**src/rtl/psg_pkg.sv**
```systemverilog
// Shared definitions for the PSG bus master: bus-mode encoding, FSM states and the queued request record.
package psg_pkg;

    localparam logic [1:0] PSG_BUS_INACT = 2'b00;
    localparam logic [1:0] PSG_BUS_READ  = 2'b01;
    localparam logic [1:0] PSG_BUS_WRITE = 2'b10;
    localparam logic [1:0] PSG_BUS_ADDR  = 2'b11;

    typedef enum logic [2:0] {
        PSG_IDLE,
        PSG_ADDR,
        PSG_GAP1,
        PSG_DATA,
        PSG_GAP2
    } psg_state_t;

    typedef struct packed {
        logic       rd;
        logic [3:0] reg_idx;
        logic [7:0] dat;
    } psg_req_t;

    localparam int PSG_REQ_W = $bits(psg_req_t);

endpackage

```
**src/rtl/psg_req_fifo.sv**
```systemverilog
// Synchronous request FIFO for the PSG bus master; DEPTH must be a power of two.
module psg_req_fifo
    import psg_pkg::*;
#(
    parameter int DEPTH = 4
) (
    input  logic                 MCLK,
    input  logic                 RESET_L,
    input  logic                 push,
    input  logic [PSG_REQ_W-1:0] push_data,
    input  logic                 pop,
    output logic [PSG_REQ_W-1:0] pop_data,
    output logic                 full,
    output logic                 empty
);
    localparam int AW = $clog2(DEPTH);

    logic [PSG_REQ_W-1:0] mem [DEPTH];
    logic [AW:0]          wr_ptr;
    logic [AW:0]          rd_ptr;

    // Pointers carry one wrap bit so full and empty are distinguishable.
    assign empty    = (wr_ptr == rd_ptr);
    assign full     = (wr_ptr[AW] != rd_ptr[AW]) && (wr_ptr[AW-1:0] == rd_ptr[AW-1:0]);
    assign pop_data = mem[rd_ptr[AW-1:0]];

    always_ff @(posedge MCLK or negedge RESET_L) begin
        if (!RESET_L) begin
            wr_ptr <= '0;
            rd_ptr <= '0;
        end else begin
            if (push) wr_ptr <= wr_ptr + 1'b1;
            if (pop)  rd_ptr <= rd_ptr + 1'b1;
        end
    end

    // NOTE: storage is not reset; the pointers alone define which entries are valid.
    always_ff @(posedge MCLK) begin
        if (push) mem[wr_ptr[AW-1:0]] <= push_data;
    end

endmodule

```
**src/rtl/psg_bus_master.sv**
```systemverilog
// PSG bus master: queues register requests and plays them onto the BDIR/BC1 bus, paced by ENA.
// Define PSG_READBACK_EN to build the register read path; otherwise every request is a write.
module psg_bus_master
    import psg_pkg::*;
#(
    parameter int FIFO_DEPTH = 4,
    parameter int HOLD_TICKS = 2
) (
    input  logic       MCLK,
    input  logic       RESET_L,
    input  logic       ENA,
    input  logic       REQ_VALID,
    output logic       REQ_READY,
    input  logic       REQ_RD,
    input  logic [3:0] REQ_REG,
    input  logic [7:0] REQ_DAT,
    output logic       RSP_VALID,
    output logic [7:0] RSP_DAT,
    output logic [7:0] PSG_DO,
    input  logic [7:0] PSG_DI,
    output logic       PSG_BDIR,
    output logic       PSG_BC1,
    output logic       BUSY
);
    localparam logic [3:0] LAST_TICK = 4'(HOLD_TICKS - 1);

    psg_state_t state;
    psg_req_t   cur;
    psg_req_t   head;
    psg_req_t   incoming;
    logic [3:0] tick;
    logic [1:0] bus_mode;
    logic       fifo_full;
    logic       fifo_empty;
    logic       push;
    logic       pop;
    logic       phase_done;

`ifdef PSG_READBACK_EN
    assign incoming = '{rd: REQ_RD, reg_idx: REQ_REG, dat: REQ_DAT};
`else
    assign incoming = '{rd: 1'b0, reg_idx: REQ_REG, dat: REQ_DAT};
`endif

    // A full queue still accepts when the head leaves in the same cycle.
    assign pop        = (state == PSG_IDLE) && !fifo_empty;
    assign REQ_READY  = RESET_L && (!fifo_full || pop);
    assign push       = REQ_VALID && REQ_READY;
    assign BUSY       = !fifo_empty || (state != PSG_IDLE);
    assign phase_done = ENA && (tick == LAST_TICK);
    assign {PSG_BDIR, PSG_BC1} = bus_mode;

    psg_req_fifo #(
        .DEPTH (FIFO_DEPTH)
    ) u_fifo (
        .MCLK      (MCLK),
        .RESET_L   (RESET_L),
        .push      (push),
        .push_data (incoming),
        .pop       (pop),
        .pop_data  (head),
        .full      (fifo_full),
        .empty     (fifo_empty)
    );

    always_ff @(posedge MCLK or negedge RESET_L) begin
        if (!RESET_L) begin
            state    <= PSG_IDLE;
            cur      <= '0;
            tick     <= '0;
            bus_mode <= PSG_BUS_INACT;
            PSG_DO   <= 8'h00;
        end else begin
            case (state)
                PSG_IDLE: if (pop) begin
                    cur      <= head;
                    tick     <= '0;
                    bus_mode <= PSG_BUS_ADDR;
                    PSG_DO   <= {4'h0, head.reg_idx};
                    state    <= PSG_ADDR;
                end
                PSG_ADDR: if (phase_done) begin
                    tick     <= '0;
                    bus_mode <= PSG_BUS_INACT;
                    PSG_DO   <= 8'h00;
                    state    <= PSG_GAP1;
                end else if (ENA) begin
                    tick <= tick + 4'd1;
                end
                PSG_GAP1: if (ENA) begin
                    bus_mode <= cur.rd ? PSG_BUS_READ : PSG_BUS_WRITE;
                    PSG_DO   <= cur.rd ? 8'h00 : cur.dat;
                    state    <= PSG_DATA;
                end
                PSG_DATA: if (phase_done) begin
                    tick     <= '0;
                    bus_mode <= PSG_BUS_INACT;
                    PSG_DO   <= 8'h00;
                    state    <= PSG_GAP2;
                end else if (ENA) begin
                    tick <= tick + 4'd1;
                end
                PSG_GAP2: if (ENA) begin
                    state <= PSG_IDLE;
                end
                default: state <= PSG_IDLE;
            endcase
        end
    end

`ifdef PSG_READBACK_EN
    logic read_done;

    // The PSG drives O_DA during the read phase; capture it on the tick that ends the phase.
    assign read_done = (state == PSG_DATA) && phase_done && cur.rd;

    always_ff @(posedge MCLK or negedge RESET_L) begin
        if (!RESET_L) begin
            RSP_VALID <= 1'b0;
            RSP_DAT   <= 8'h00;
        end else begin
            RSP_VALID <= read_done;
            if (read_done) RSP_DAT <= PSG_DI;
        end
    end
`else
    logic unused_inputs;

    assign unused_inputs = ^{REQ_RD, PSG_DI};
    assign RSP_VALID     = 1'b0;
    assign RSP_DAT       = 8'h00;
`endif

endmodule

```
**config.mk**
```make
export PLATFORM = sky130hd
export DESIGN_NAME = psg_bus_master
export DESIGN_NICKNAME = d
export VERILOG_FILES = /design/src/rtl/psg_pkg.sv /design/src/rtl/psg_req_fifo.sv /design/src/rtl/psg_bus_master.sv
export SDC_FILE = /design/constraint.sdc
export NUM_CORES = 1
export LEC_CHECK = 0
export CAP_MARGIN = 10
export CORE_MARGIN = 2
export CORE_UTILIZATION = 35
export CTS_BUF_LIST = sky130_fd_sc_hd__clkbuf_16
export DETAILED_ROUTE_END_ITERATION = 8
export DONT_BUFFER_PORTS = 1
export SLEW_MARGIN = 20
export SYNTH_ARGS = -nofsm -noshare
export SYNTH_HDL_FRONTEND = slang
export SYNTH_SLANG_ARGS = --single-unit
```
**constraint.sdc**
```tcl
create_clock -name MCLK -period 2.55 [get_ports MCLK]
set_clock_uncertainty 0.05 [all_clocks]
set_input_delay 0.6375 -clock MCLK [delete_from_list [all_inputs] [get_ports MCLK]]
set_output_delay 0.6375 -clock MCLK [all_outputs]
set_load 0.03 [all_outputs]
```
# Yosys cells after proc, flatten, opt, wreduce, memory -nomap -nowiden
# Memory sizes are Yosys's and may differ from the RTL's.
# Index checks and enable logic that the tools add are counted.
[word_totals] mem_count=1 ramBits=48 output_inout_bits=21 latchBits=0 ff_bits=32 input_bits=25 mem_bits_ro=0
[memory_table] name="u_fifo.mem" words=4 word_bits=12 read_ports=1 rd_clocked_by_memory_dff=0 wr=1 line_no="psg_req_fifo.sv:18" text="logic [PSG_REQ_W-1:0] mem [DEPTH];"
[classes] n_div=0 n_lt_le_gt_ge=0 n_mul=0 n_eq_ne=15 shifts=0 reduce_logical=18 muxes=22 n_bitwise=0 n_addsub=3
[ops] cell="2-to-1 mux 8 bit" count=4
[ops] cell="case mux 8 bit (3 select lines)" count=1
[ops] cell="2-to-1 mux 3 bit" count=5
[ops] cell="case mux 3 bit (5 select lines)" count=1
[ops] cell="2-to-1 mux 4 bit" count=3
[ops] cell="!= test 2 bit, second input constant" count=5
[ops] cell="2-to-1 mux 2 bit" count=4
[ops] cell="case mux 4 bit (2 select lines)" count=1
[ops] cell="adder 3 x 1 -> 3 bit, second input constant" count=2
[ops] cell="equality test 3 x 2 -> 1 bit, second input constant" count=2
[ops] cell="case mux 2 bit (3 select lines)" count=1
[ops] cell="nonzero test 3 bit" count=2
[ops] cell="logical AND 1 bit" count=5
[ops] cell="AND reduction 5 bit" count=1
[ops] cell="adder 4 x 1 -> 4 bit, second input constant" count=1
[ops] cell="equality test 4 x 1 -> 1 bit, second input constant" count=1
[ops] cell="AND reduction 4 bit" count=1
[ops] cell="equality test 3 x 1 -> 1 bit, second input constant" count=1
[ops] cell="equality test 3 bit" count=1
[ops] cell="equality test 3 bit, second input constant" count=1
[ops] cell="zero test 3 bit" count=1
[ops] cell="!= test 3 x 1 -> 1 bit, second input constant" count=1
[ops] cell="AND reduction 3 bit" count=1
[ops] cell="equality test 2 bit" count=1
[ops] cell="other kinds (8)" count=11

# Depth between registers and ports, before layout
# Gate-level depths: netlist of the first run.
[depth] depth_word=8 ltp_mapped=6

# By module
# A second synthesis of the first run with hierarchy kept.
[hier_totals] hier_cells=221 area_unflattened_um2=3617.2
[modules_own_cells] mod="psg_req_fifo" cells_per_inst=99 seq_area_each_um2=1711.6 instances=1 area_each_um2=2257.2
[modules_own_cells] mod="psg_bus_master" cells_per_inst=122 seq_area_each_um2=650.6 instances=1 area_each_um2=1360.1

# Least setup slack after synthesis of the first run
# No wires, ideal clock.
[synth_path] path_type="reg2reg" start="reg u_fifo.rd_ptr[0]" end="mem u_fifo.mem[0][0] (netlist name) (enable)" t_required_ps=2145 path_slack_ps=443 t_arrival_ps=1702 stages_incl_launch_ff=5 setup_time_ps=355 cell_sequence="dfrtp_1 buf_4 xor2_2 o41a_1 and3_1"
[synth_via] elab_chain_cells=8 word_cells_on_any_way=11 classes_between="eq/ne (2); mux (2); reduce/logical (7)"
[synth_rtl] item="start: declaration" line_no="psg_req_fifo.sv:20" text="logic [AW:0] rd_ptr;"
[synth_rtl] item="start signal: assignment" line_no="psg_req_fifo.sv:33" text="if (pop) rd_ptr <= rd_ptr + 1'b1;"
[synth_rtl] item="equality test 3 bit or equality test 2 bit (tied branches)" line_no="psg_req_fifo.sv:23, psg_req_fifo.sv:24"
[synth_rtl] item="zero test 1 bit or logical AND 1 bit (tied branches)" line_no="psg_bus_master.sv:46, psg_req_fifo.sv:24"
[synth_rtl] item="logical AND 1 bit or zero test 1 bit (tied branches)" line_no="psg_bus_master.sv:46, psg_bus_master.sv:47"
[synth_rtl] item="logical OR 1 bit *" line_no="psg_bus_master.sv:47" text="assign REQ_READY = RESET_L && (!fifo_full || pop);"
[synth_rtl] item="logical AND 1 bit *" line_no="psg_bus_master.sv:47"
[synth_rtl] item="named net REQ_READY" line_no="psg_bus_master.sv:13" text="output logic REQ_READY,"
[synth_rtl] item="logical AND 1 bit *" line_no="psg_bus_master.sv:48" text="assign push = REQ_VALID && REQ_READY;"
[synth_rtl] item="2-to-1 mux 1 bit *" line_no="psg_req_fifo.sv:39" text="if (push) mem[wr_ptr[AW-1:0]] <= push_data;"
[synth_rtl] item="2-to-1 mux 1 bit (implied by the code) *" line_no="psg_req_fifo.sv:39"
[synth_rtl] item="end: declaration" line_no="psg_req_fifo.sv:18"
# Mark *: on every way through the listed nets, which the timed path passes. The rest lies on a longest branch.

# Worst setup path after layout of the first run
[layout_path] start="reg u_fifo.wr_ptr[0]" end="out REQ_READY"
[layout_via] elab_chain_cells=5 word_cells_on_any_way=8 classes_between="eq/ne (2); reduce/logical (6)"
[layout_rtl] item="start: declaration" line_no="psg_req_fifo.sv:19" text="logic [AW:0] wr_ptr;"
[layout_rtl] item="start signal: assignment" line_no="psg_req_fifo.sv:32" text="if (push) wr_ptr <= wr_ptr + 1'b1;"
[layout_rtl] item="equality test 3 bit or equality test 2 bit (tied branches)" line_no="psg_req_fifo.sv:23, psg_req_fifo.sv:24"
[layout_rtl] item="zero test 1 bit or logical AND 1 bit (tied branches)" line_no="psg_bus_master.sv:46, psg_req_fifo.sv:24"
[layout_rtl] item="logical AND 1 bit or zero test 1 bit (tied branches)" line_no="psg_bus_master.sv:46, psg_bus_master.sv:47"
[layout_rtl] item="logical OR 1 bit *" line_no="psg_bus_master.sv:47"
[layout_rtl] item="logical AND 1 bit *" line_no="psg_bus_master.sv:47"
[layout_rtl] item="end: declaration" line_no="psg_bus_master.sv:13"
# Mark *: on every way between the ends. The rest lies on a longest branch, timed or not.

==> impl_metrics.prom, run 1 <==
# TYPE chip_impl_metric gauge
chip_impl_info{name="run_status",value="finished, final reports clean"} 1
chip_impl_metric{name="wire_length_of_the_first_global_routing_pass",unit="um"} 8720
chip_impl_metric{name="port_buffers",unit=""} 0
chip_impl_metric{name="clk_latency",unit="ps"} 330
chip_impl_metric{name="placeableCoreArea",unit="sq mm"} 0.00959
chip_impl_metric{name="die_h",unit="um"} 103
chip_impl_metric{name="number_of_max_slew_violations_in_the_final_report",unit=""} 0
chip_impl_metric{name="finalHoldViolCount",unit=""} 0
chip_impl_info{name="synth_flop_cell",value="sky130_fd_sc_hd__edfxtp_1"} 1
chip_impl_info{name="grt_setup_unrepaired",value="false"} 1
chip_impl_metric{name="finalPower",unit="W"} 0.00466
chip_impl_info{name="most-common-layout-cells",value="48 x sky130_fd_sc_hd__edfxtp_1, 31 x sky130_fd_sc_hd__dfrtp_1, 12 x sky130_fd_sc_hd__nand2_1"} 1
chip_impl_metric{name="crit_path_max_fanout",unit=""} 7
chip_impl_info{name="hp-class",value="in2async"} 1
chip_impl_metric{name="cp_data_required_time",unit="ps"} 1860
chip_impl_metric{name="routedWlPerCell",unit="um"} 15.4
chip_impl_metric{name="yosysUniqueCellTypes",unit=""} 42
chip_impl_metric{name="antenna_found_initial",unit=""} 0
chip_impl_metric{name="timing.reg2reg.worst_path_depth",unit=""} 6
chip_impl_info{name="layout.cells.most_common",value="sky130_fd_sc_hd__edfxtp_1"} 1
chip_impl_metric{name="grt_pass1_vias",unit=""} 1684
chip_impl_metric{name="vdd_drop_max",unit="mV"} 0.613
chip_impl_metric{name="routed-via-count",unit=""} 1648
chip_impl_metric{name="cts.reportedPaths.clkPinSlew",unit="ps"} 60
chip_impl_metric{name="ys_seq_elements",unit=""} 79
chip_impl_metric{name="final_layout_size_suffix_gt1_share",unit="%"} 23.8
chip_impl_info{name="cts_tree",value="done"} 1
chip_impl_metric{name="total_leakage_power",unit="nW"} 1.47
chip_impl_metric{name="place_worst_setup_slack",unit="ps"} 485
chip_impl_metric{name="maxCapViolations",unit=""} 0
chip_impl_metric{name="place_inst",unit=""} 339
chip_impl_metric{name="final_net_count",unit=""} 250
chip_impl_metric{name="synth_enable_flop_cells",unit=""} 48
chip_impl_metric{name="width_of_the_die",unit="um"} 103
chip_impl_metric{name="ant_nets",unit=""} 0
chip_impl_metric{name="fmax",unit="MHz"} 417
chip_impl_metric{name="area_growth_syn_to_layout",unit="%"} 14.3
chip_impl_metric{name="ioPinCount",unit=""} 46
chip_impl_metric{name="slew_at_the_pin_closest_to_its_max_slew_limit",unit="ps"} 517
chip_impl_metric{name="initial_core_utilization",unit="%"} 35.6
chip_impl_metric{name="avgSynthCellArea",unit="sq um"} 16.6
chip_impl_info{name="cts-root-buf",value="sky130_fd_sc_hd__clkbuf_16"} 1
chip_impl_metric{name="p_per_area",unit="mW/mm^2"} 1200
chip_impl_metric{name="cts_post_setup_buffers_inserted",unit=""} 0
chip_impl_metric{name="drtPass1Iterations",unit=""} 4
chip_impl_metric{name="detail_route.wirelength",unit="um"} 5490
chip_impl_metric{name="synth_seq_area_share",unit="%"} 65.0
chip_impl_metric{name="clkSinkCount",unit=""} 79
chip_impl_metric{name="synth_area",unit="sq mm"} 0.00341
chip_impl_info{name="endpoint_kind",value="primary output"} 1
chip_impl_metric{name="final.setup.worst_slack",unit="ps"} 151
chip_impl_metric{name="layout.cells.non_filler",unit=""} 356
chip_impl_metric{name="setup_viol_count_final",unit=""} 0
chip_impl_metric{name="timing.critical_path.arrival",unit="ps"} 1710
chip_impl_metric{name="number_of_buffers_inserted_during_clock_tree_synthesis",unit=""} 9
chip_impl_metric{name="gp_congestion",unit=""} 0.756
chip_impl_metric{name="fin_crit_sh",unit="%"} 94.1
chip_impl_metric{name="aggregate_negative_setup_slack",unit="ps"} 0
chip_impl_info{name="worstSetupPathType",value="reg2out"} 1
chip_impl_metric{name="hpwl",unit="um"} 3690
chip_impl_metric{name="detail_route.drc_violations",unit=""} 0
chip_impl_metric{name="postSynthCellCount",unit=""} 206
chip_impl_metric{name="yosysWarningCount",unit=""} 0
chip_impl_metric{name="async_flop_share",unit="%"} 39.2
chip_impl_metric{name="cts-root-to-sink-buffers",unit=""} 2
chip_impl_metric{name="grt_max_degree",unit=""} 32
chip_impl_metric{name="grtUsageTotal",unit="%"} 11.3
chip_impl_metric{name="antenna_cells_inserted",unit=""} 0
chip_impl_metric{name="design.die.area",unit="sq mm"} 0.0106
chip_impl_metric{name="fin_crit",unit="ps"} 2400
chip_impl_metric{name="placement_rows",unit=""} 36
chip_impl_info{name="worst_setup_path_start_kind",value="flip-flop"} 1
chip_impl_metric{name="cts.htree.levels",unit=""} 3
chip_impl_metric{name="globalRouteOverflowTotal",unit=""} 0
chip_impl_metric{name="drt_first_iter_violations",unit=""} 45
chip_impl_metric{name="drt-vias-per-instance",unit=""} 4.63
chip_impl_metric{name="timing.slew.headroom",unit="%"} 65.5
-- sequential cells by signal, indices dropped and copies added (netlist names) --
name           flops
u_fifo.wr_ptr      3
bus_mode           2
PSG_DO             8
u_fifo.rd_ptr      3
u_fifo.mem        48
tick               4
state              3
cur                8
-- final timing paths --
kind / from / end / slack [ps]
min reg2reg: cur[2] / cur[2] / 440
min: RESET_L / bus_mode[1] / 80
max in group asynchronous: RESET_L / cur[3] / 2190
min in group MCLK: REQ_DAT[3] / u_fifo.mem[3][3] / 350
max reg2reg: tick[1] / PSG_DO[3] / 460
max: u_fifo.wr_ptr[0] / REQ_READY / 150
-- report_power, final --
group	total, W	internal [W]	switching, W
sequential	0.00200	0.00167	0.000326
combinational	0.00129	0.000640	0.000649
clock	0.00138	0.000868	0.000507
-- metal layers --
layer  wire length (um)  track usage (%)
met1               2460             14.3
met4                 61             4.31
met2               2560             17.4
met3                401             4.81
met5                  0                0
-- synthesized netlist by cell type (all sizes together) (2+ instances only) --
| cell type | instances | area share [%] |
|---|---|---|
| a22o | 6 | 1.5 |
| inv | 11 | 1.2 |
| o22ai | 3 | 0.95 |
| xor2 | 5 | 1.7 |
| mux4 | 12 | 8.0 |
| nor3 | 3 | 0.44 |
| mux2 | 13 | 5.3 |
| buf | 13 | 3.0 |
| o21bai | 2 | 0.44 |
| clkbuf | 2 | 0.22 |
| ha | 7 | 2.6 |
| xnor2 | 4 | 1.0 |
| mux2i | 4 | 1.2 |
| nand2 | 12 | 1.3 |
| nor2 | 3 | 0.33 |
| nand3 | 4 | 0.59 |
| and3 | 4 | 0.88 |
| o21ai | 6 | 0.88 |
| edfxtp | 48 | 42 |
| dfrtp | 31 | 23 |
-- cells by family (layout without fill, tap and decap cells) --
kind of cell,after synthesis,after routing,share of synthesized area (%)
flip-flops,79,79,65.0
AND/OR/NAND/NOR,34,34,5.80
multiplexers,29,29,14.5
buffers and inverters,26,35,4.44
AO/OA/AOI/OAI,21,21,4.84
XOR/XNOR,9,9,2.75
adder cells (fa/ha/maj),7,7,2.57
other,1,9,0.110
-- final cells by class --
| cell class | instances | area, sq um |
|---|---|---|
| Sequential cell | 79 | 2220 |
| Timing Repair Buffer | 8 | 72.6 |
| Fill cell | 862 | 5700 |
| Multi-Input combinational cell | 109 | 1070 |
| Clock inverter | 7 | 103 |
| Clock buffer | 9 | 225 |
| Inverter | 11 | 41.3 |
| Tap cell | 133 | 166 |
-- repair_timing --
| action | CTS | global route |
|---|---|---|
| hold buffers | 1 | 0 |
| hold endpoints to repair | 31 | 0 |
| resized for setup | 0 | 0 |
| endpoints found under the setup margin | 0 | 0 |
-- worst max-delay path, stage by stage, from the launching register on --
cell	delay, ps
sky130_fd_sc_hd__dfrtp_1	440
sky130_fd_sc_hd__xor2_2	200
sky130_fd_sc_hd__o41a_1	530
sky130_fd_sc_hd__buf_4	210
-- through the flow --
stage | area, sq um | util (%) | hold WS (ps)
floorplan | 3440 | - | 292
global placement | 3550 | 37.0 | 293
detailed placement | 3550 | 37.0 | 293
CTS | 3900 | 40.6 | 82.4
global route | 3900 | 40.6 | 84.8
finish | 3900 | 40.6 | 78.1
(Power assumes the default switching activity.)
==> run 2: changes to the inputs <==
--- a/config.mk
+++ b/config.mk
@@ -5,6 +5,7 @@
 export SDC_FILE = /design/constraint.sdc
 export NUM_CORES = 1
 export LEC_CHECK = 0
+export ABC_AREA = 1
 export CAP_MARGIN = 10
 export CORE_MARGIN = 2
 export CORE_UTILIZATION = 35
==> run 2 against run 1 <==
Net effect: first-iteration DRC count increased to 2.9 times the previous value; register-to-register slack improved by 200 ps; largest cell class unchanged; clock-buffer cell count did not move; critical endpoint unchanged; sequential power about the same; global-route usage up 1.9 points; hold slack worse by 7.5 ps; cell area rose by 3.6%; utilization up 0.50 points; sequential cell count stayed put.
==> impl_metrics.prom, run 2 <==
# TYPE chip_impl_metric gauge
chip_impl_metric{name="number_of_buffers_inserted_during_clock_tree_synthesis",unit=""} 9
chip_impl_info{name="run_status",value="finished, final reports clean"} 1
chip_impl_metric{name="cp_num_buf_inv",unit=""} 2
chip_impl_metric{name="globalRouteOverflowTotal",unit=""} 0
chip_impl_info{name="synthTopCellsByCount",value="87 x sky130_fd_sc_hd__nand2_1, 48 x sky130_fd_sc_hd__edfxtp_1, 31 x sky130_fd_sc_hd__dfrtp_1, 26 x sky130_fd_sc_hd__nor2_1, 21 x sky130_fd_sc_hd__nand3_1"} 1
chip_impl_metric{name="area_growth_syn_to_layout",unit="%"} 13.4
chip_impl_metric{name="drtPass1Iterations",unit=""} 4
chip_impl_metric{name="whs",unit="ps"} 70.7
chip_impl_metric{name="yosysWarningCount",unit=""} 0
chip_impl_metric{name="grt_pass1_vias",unit=""} 2217
chip_impl_metric{name="async_flop_share",unit="%"} 39.2
chip_impl_metric{name="drt_first_iter_violations",unit=""} 131
chip_impl_metric{name="port_buffers",unit=""} 0
chip_impl_info{name="most_area_consuming_cells_after_synthesis",value="sky130_fd_sc_hd__edfxtp_1 40%, sky130_fd_sc_hd__dfrtp_1 22%, sky130_fd_sc_hd__nand2_1 9.2%"} 1
chip_impl_metric{name="multi_input_comb_area",unit="sq mm"} 0.00116
chip_impl_metric{name="p_per_area",unit="mW/mm^2"} 1260
chip_impl_metric{name="layout.cells.non_filler",unit=""} 473
chip_impl_metric{name="register_area",unit="sq mm"} 0.00222
chip_impl_metric{name="total_leakage_power",unit="nW"} 1.69
chip_impl_metric{name="grt_max_degree",unit=""} 32
chip_impl_info{name="post-synth-top-count-cell",value="sky130_fd_sc_hd__nand2_1"} 1
chip_impl_metric{name="place_inst",unit=""} 456
chip_impl_metric{name="timing.critical_path.arrival",unit="ps"} 1590
chip_impl_metric{name="clkSinkCount",unit=""} 79
chip_impl_metric{name="clk_latency",unit="ps"} 330
chip_impl_metric{name="placement_rows",unit=""} 36
chip_impl_metric{name="drt-vias-per-instance",unit=""} 4.55
chip_impl_info{name="critical_path.slowest_cell",value="sky130_fd_sc_hd__dfrtp_1"} 1
chip_impl_metric{name="final_layout_size_suffix_gt1_share",unit="%"} 17.1
chip_impl_metric{name="detail_route.wirelength",unit="um"} 6630
chip_impl_metric{name="routedWlPerCell",unit="um"} 14.0
chip_impl_metric{name="wire_length_of_the_first_global_routing_pass",unit="um"} 11400
chip_impl_metric{name="finalHoldViolCount",unit=""} 0
chip_impl_metric{name="postSynthCellCount",unit=""} 325
chip_impl_info{name="worst_setup_path_start_kind",value="flip-flop"} 1
chip_impl_metric{name="cts.htree.levels",unit=""} 3
chip_impl_metric{name="number_of_max_slew_violations_in_the_final_report",unit=""} 0
chip_impl_metric{name="fin_crit",unit="ps"} 2280
chip_impl_metric{name="cp_data_required_time",unit="ps"} 1860
chip_impl_metric{name="detail_route.drc_violations",unit=""} 0
chip_impl_info{name="worstSetupPathType",value="reg2out"} 1
chip_impl_metric{name="width_of_the_die",unit="um"} 105
chip_impl_metric{name="grtUsageTotal",unit="%"} 13.2
chip_impl_metric{name="design.die.area",unit="sq mm"} 0.0110
chip_impl_info{name="critical-path-top-cell-by-count",value="sky130_fd_sc_hd__nand2_4"} 1
chip_impl_info{name="critPathTopFamily",value="flip-flops"} 1
chip_impl_metric{name="ioPinCount",unit=""} 46
chip_impl_metric{name="setup_viol_count_final",unit=""} 0
chip_impl_metric{name="placeableCoreArea",unit="sq mm"} 0.00982
chip_impl_info{name="grt_setup_unrepaired",value="false"} 1
chip_impl_metric{name="final_net_count",unit=""} 367
chip_impl_metric{name="antenna_cells_inserted",unit=""} 0
chip_impl_metric{name="cts.repair.resized",unit=""} 0
chip_impl_metric{name="crit_path_max_fanout",unit=""} 26
chip_impl_metric{name="antenna_found_initial",unit=""} 0
chip_impl_metric{name="synth_area",unit="sq mm"} 0.00356
chip_impl_info{name="layout.cells.most_common",value="sky130_fd_sc_hd__nand2_1"} 1
chip_impl_metric{name="ant_nets",unit=""} 0
chip_impl_metric{name="ys_seq_elements",unit=""} 79
chip_impl_metric{name="vdd_drop_max",unit="mV"} 0.465
chip_impl_info{name="cts-root-buf",value="sky130_fd_sc_hd__clkbuf_16"} 1
chip_impl_metric{name="aggregate_negative_setup_slack",unit="ps"} 0
chip_impl_metric{name="final.fill_count",unit=""} 954
chip_impl_info{name="hp-class",value="in2async"} 1
chip_impl_metric{name="yosysUniqueCellTypes",unit=""} 32
chip_impl_info{name="most-common-layout-cells",value="87 x sky130_fd_sc_hd__nand2_1, 48 x sky130_fd_sc_hd__edfxtp_1, 31 x sky130_fd_sc_hd__dfrtp_1"} 1
chip_impl_metric{name="synth_top_area_share",unit="%"} 40.5
chip_impl_info{name="endpoint_kind",value="primary output"} 1
chip_impl_metric{name="avgSynthCellArea",unit="sq um"} 11.0
chip_impl_metric{name="synth_enable_flop_cells",unit=""} 48
chip_impl_metric{name="largest_register_ffs",unit=""} 48
chip_impl_info{name="yosysTopAreaCell",value="sky130_fd_sc_hd__edfxtp_1"} 1
chip_impl_info{name="synth_flop_cell",value="sky130_fd_sc_hd__edfxtp_1"} 1
chip_impl_metric{name="hpwl",unit="um"} 4360
chip_impl_metric{name="fmax",unit="MHz"} 438
chip_impl_metric{name="gp_congestion",unit=""} 0.760
chip_impl_metric{name="synth_seq_area_share",unit="%"} 62.3
chip_impl_metric{name="cts-root-to-sink-buffers",unit=""} 2
chip_impl_metric{name="max_stage_delay",unit="ps"} 450
chip_impl_metric{name="routed-via-count",unit=""} 2151
chip_impl_metric{name="fin_crit_sh",unit="%"} 89.5
chip_impl_info{name="series_of_cell_instances_along_the_critical_path",value="inv_4 > nand2_4 > nand2_4 > nor2_8 > a21boi_1 > buf_4"} 1
chip_impl_metric{name="maxCapViolations",unit=""} 0
chip_impl_metric{name="die_h",unit="um"} 105
chip_impl_metric{name="initial_core_utilization",unit="%"} 36.3
chip_impl_metric{name="cts.reportedPaths.clkPinSlew",unit="ps"} 60
chip_impl_info{name="cts_tree",value="done"} 1
## run 2: layout make-up
class | instances | area share (%)
flip-flops and latches | 79 | 54.9
multi-input cells | 216 | 28.9
clock buffers | 9 | 5.58
well taps | 133 | 4.12
clock inverters | 7 | 2.63
repair buffers | 9 | 1.98
inverters | 20 | 1.92
## run 2: worst paths after layout
check / from / end / slack, ps / depth (start not counted)
max in group asynchronous: RESET_L / PSG_DO[5] / 2190 / 1
min in group MCLK: REQ_DAT[1] / u_fifo.mem[0][1] / 340 / 0
min reg2reg: cur[1] / cur[1] / 430 / 2
max: u_fifo.rd_ptr[0] / REQ_READY / 270 / 6
max reg2reg: u_fifo.rd_ptr[0] / u_fifo.mem[3][8] / 660 / 8
min: RESET_L / u_fifo.wr_ptr[1] / 70 / 1
## run 2: cell families after synthesis
family	after synthesis	share of synthesized area, %
and+or+nand+nor	155	20.9
DFF	79	62.3
AOI/OAI and AO/OA	39	6.68
buffers and inverters	38	5.83
adders and majority gates	7	2.46
xor gates and xnor gates	6	1.69
other	1	0.105
## run 2: power by group
group / total [W] / internal, W / switching [W]
registers: 0.00200 / 0.00166 / 0.000342
clock network: 0.00142 / 0.000878 / 0.000546
logic: 0.00164 / 0.000552 / 0.00109
## run 2: repair_timing
item,4_1_cts,5_1_grt
endpoints found under the hold margin,31,0
hold buffers,1,0
buffers inserted,0,0
## run 2: stage by stage
step | total power [W] | worst slack [ps] | area (sq um) | util, %
final | 0.00507 | 268 | 4040 | 41.1
after global routing | 0.00545 | 167 | 4040 | 41.1
after CTS | 0.00516 | 241 | 4040 | 41.1
after detailed placement | 0.00369 | 611 | 3690 | 37.5
after global placement | 0.00364 | 634 | 3690 | 37.5
after floorplan | 0.00337 | 513 | 3590 | -
## run 2: per-layer routing
layer	part of all wire [%]	GRT usage, %	vias to the layer above
li1	-	-	1091
met4	0.74	2.76	0
met3	6.1	6.05	4
met1	47	17.1	1003
met2	46	20.5	53
met5	0	0	-
==> run 3: changes to the inputs <==
--- a/config.mk
+++ b/config.mk
@@ -8,8 +8,9 @@
 export ABC_AREA = 1
 export CAP_MARGIN = 10
 export CORE_MARGIN = 2
-export CORE_UTILIZATION = 35
+export CORE_UTILIZATION = 38
 export CTS_BUF_LIST = sky130_fd_sc_hd__clkbuf_16
+export CTS_CLUSTER_SIZE = 8
 export DETAILED_ROUTE_END_ITERATION = 8
 export DONT_BUFFER_PORTS = 1
 export SLEW_MARGIN = 20
==> run 3 against run 2 <==
Net effect: worst setup slack worse by 58 ps; global-route usage grew 0.93 points; maximum frequency is 2.5% lower; clock power shrank 15%; sequential share of layout area increased by 1.1 points; sequential cell count unchanged; power is 4.1% lower; cell area is 1.9% lower; routed wire length fell by 0.48%; via count increased by 1.7%; largest cell class unchanged; highest routed layer unchanged.
==> impl_metrics.prom, run 3 (synthesis results as in run 2) <==
# TYPE chip_impl_metric gauge
chip_impl_info{name="run_status",value="finished, final reports clean"} 1
chip_impl_metric{name="fin_crit",unit="ps"} 2340
chip_impl_info{name="layout.cells.most_common",value="sky130_fd_sc_hd__nand2_1"} 1
chip_impl_metric{name="final.fill_count",unit=""} 852
chip_impl_metric{name="global_route.usage.met2",unit="%"} 21.5
chip_impl_metric{name="area_growth_syn_to_layout",unit="%"} 11.3
chip_impl_metric{name="wire_length_of_the_first_global_routing_pass",unit="um"} 10900
chip_impl_metric{name="vdd_drop_max",unit="mV"} 0.447
chip_impl_info{name="startpoint_of_the_worst_slack_reg_to_reg_timing_path",value="state[0]"} 1
chip_impl_metric{name="drt-vias-per-instance",unit=""} 4.85
chip_impl_metric{name="final_layout_size_suffix_gt1_share",unit="%"} 17.1
chip_impl_info{name="cts_tree",value="done"} 1
chip_impl_metric{name="gp_congestion",unit=""} 0.741
chip_impl_metric{name="clkSinkCount",unit=""} 79
chip_impl_metric{name="cp_data_required_time",unit="ps"} 1860
chip_impl_metric{name="number_of_max_slew_violations_in_the_final_report",unit=""} 0
chip_impl_metric{name="timing.reg2reg.worst_path_depth",unit=""} 8
chip_impl_info{name="globalRoute.busiestLayer",value="met2"} 1
chip_impl_metric{name="port_buffers",unit=""} 0
chip_impl_metric{name="detail_route.drc_violations",unit=""} 0
chip_impl_metric{name="met1_usage",unit="%"} 18.7
chip_impl_metric{name="p_per_area",unit="mW/mm^2"} 1230
chip_impl_metric{name="drtPass1Iterations",unit=""} 5
chip_impl_info{name="grt_setup_unrepaired",value="false"} 1
chip_impl_info{name="most-common-layout-cells",value="87 x sky130_fd_sc_hd__nand2_1, 48 x sky130_fd_sc_hd__edfxtp_1, 31 x sky130_fd_sc_hd__dfrtp_1"} 1
chip_impl_info{name="endpoint",value="REQ_READY"} 1
chip_impl_metric{name="width_of_the_die",unit="um"} 101
chip_impl_metric{name="maxCapViolations",unit=""} 0
chip_impl_metric{name="timing.critical_path.arrival",unit="ps"} 1650
chip_impl_metric{name="design.die.area",unit="sq mm"} 0.0102
chip_impl_metric{name="globalRouteOverflowTotal",unit=""} 0
chip_impl_metric{name="fin_crit_sh",unit="%"} 91.8
chip_impl_metric{name="place_worst_setup_slack",unit="ps"} 365
chip_impl_metric{name="rrSetupSlack",unit="ps"} 680
chip_impl_metric{name="final_net_count",unit=""} 367
chip_impl_metric{name="finalHoldViolCount",unit=""} 0
chip_impl_metric{name="cts.htree.levels",unit=""} 3
chip_impl_metric{name="cts-root-to-sink-buffers",unit=""} 2
chip_impl_metric{name="detail_route.wirelength",unit="um"} 6600
chip_impl_metric{name="ioPinCount",unit=""} 46
chip_impl_metric{name="routedWlPerCell",unit="um"} 14.6
chip_impl_metric{name="hpwl",unit="um"} 4270
chip_impl_metric{name="fmax",unit="MHz"} 427
chip_impl_metric{name="final.setup.worst_slack",unit="ps"} 210
chip_impl_metric{name="grt_max_degree",unit=""} 32
chip_impl_info{name="cts-root-buf",value="sky130_fd_sc_hd__clkbuf_16"} 1
chip_impl_metric{name="crit_path_max_fanout",unit=""} 5
chip_impl_metric{name="layout.cell_area.non_filler",unit="sq mm"} 0.00396
chip_impl_metric{name="largest_register_ffs",unit=""} 48
chip_impl_metric{name="drt_first_iter_violations",unit=""} 73
chip_impl_metric{name="grt_pass1_vias",unit=""} 2155
chip_impl_info{name="cp-startpoint",value="state[0]"} 1
chip_impl_metric{name="routed-via-count",unit=""} 2187
chip_impl_metric{name="die_h",unit="um"} 101
chip_impl_metric{name="antenna_found_initial",unit=""} 0
chip_impl_metric{name="place_inst",unit=""} 434
chip_impl_metric{name="number_of_buffers_inserted_during_clock_tree_synthesis",unit=""} 9
chip_impl_metric{name="total_leakage_power",unit="nW"} 1.66
chip_impl_info{name="worstSetupPathType",value="reg2out"} 1
chip_impl_metric{name="placement_rows",unit=""} 35
chip_impl_info{name="endpoint_kind",value="primary output"} 1
chip_impl_metric{name="clk_latency",unit="ps"} 330
chip_impl_metric{name="initial_core_utilization",unit="%"} 38.9
chip_impl_metric{name="placed_area",unit="sq mm"} 0.00366
chip_impl_metric{name="groute.layer.met3.usage",unit="%"} 5.34
chip_impl_metric{name="cts_post_setup_buffers_inserted",unit=""} 0
chip_impl_metric{name="cts.reportedPaths.clkPinSlew",unit="ps"} 60
chip_impl_metric{name="antenna_cells_inserted",unit=""} 0
chip_impl_info{name="worst_setup_path_start_kind",value="flip-flop"} 1
chip_impl_info{name="hp-class",value="in2async"} 1
chip_impl_info{name="r2r-end",value="u_fifo.mem[1][11]"} 1
chip_impl_metric{name="finalPower",unit="W"} 0.00486
chip_impl_metric{name="layout.cells.non_filler",unit=""} 451
chip_impl_metric{name="aggregate_negative_setup_slack",unit="ps"} 0
chip_impl_metric{name="placeableCoreArea",unit="sq mm"} 0.00915
chip_impl_metric{name="grtUsageTotal",unit="%"} 14.2
chip_impl_metric{name="ant_nets",unit=""} 0
chip_impl_metric{name="setup_viol_count_final",unit=""} 0
[run 3: cell count changes in the layout (fill, tap and decap cells not counted), sizes merged]
cell      before  now
clkinvlp       0    2
clkinv         0    1
inv           25   24
bufinv         2    0
[run 3: per-stage QoR]
step,util (%),hold slack [ps]
5_1_grt,43.3,68.0
4_1_cts,43.2,73.8
6_report,43.3,70.2
3_3_place_gp,40.0,293
2_1_floorplan,-,292
3_5_place_dp,40.0,293
[run 3: area by class of cell]
| cell class | instances | area (sq um) | share of cell area [%] |
|---|---|---|---|
| Tap cell | 111 | 139 | 3.51 |
| Sequential cell | 79 | 2220 | 56.0 |
| Clock buffer | 9 | 225 | 5.69 |
| Inverter | 20 | 77.6 | 1.96 |
| Clock inverter | 7 | 53.8 | 1.36 |
| Timing Repair Buffer | 9 | 80.1 | 2.02 |
| Multi-Input combinational cell | 216 | 1170 | 29.5 |
[run 3: what timing repair did]
item,4_1_cts,5_1_grt
resized for setup,0,1
endpoints found under the setup margin,0,1
hold endpoints to repair,31,0
hold buffers,1,0
[run 3: worst max-delay path: stages, from the launching register on]
cell and delay [ps]:
sky130_fd_sc_hd__dfrtp_1 460, sky130_fd_sc_hd__inv_2 100, sky130_fd_sc_hd__nand2_2 80, sky130_fd_sc_hd__nor2_4 160, sky130_fd_sc_hd__nor2_1 100, sky130_fd_sc_hd__a21boi_2 420
[run 3: how the worst min path moves through the flow]
stage | from | end | depth (start not counted)
2_1_floorplan | RESET_L | PSG_DO[0] | 0
3_3_place_gp | RESET_L | tick[1] | 0
3_5_place_dp | RESET_L | tick[1] | 0
4_1_cts | RESET_L | tick[1] | 1
5_1_grt | RESET_L | tick[2] | 1
6_report | RESET_L | tick[2] | 1
[run 3: metal layers]
| metal | up-vias | share of wire, % |
|---|---|---|
| met1 | 1030 | 46 |
| met2 | 58 | 46 |
| met4 | 0 | 1.3 |
| met5 | - | 0 |
| met3 | 6 | 7.1 |
| li1 | 1093 | - |
[run 3: power breakdown]
| group | switching (W) | internal [W] | total, W |
|---|---|---|---|
| combinational | 0.00110 | 0.000557 | 0.00166 |
| sequential | 0.000342 | 0.00166 | 0.00200 |
| clock | 0.000531 | 0.000669 | 0.00120 |
| total | 0.00197 | 0.00289 | 0.00486 |
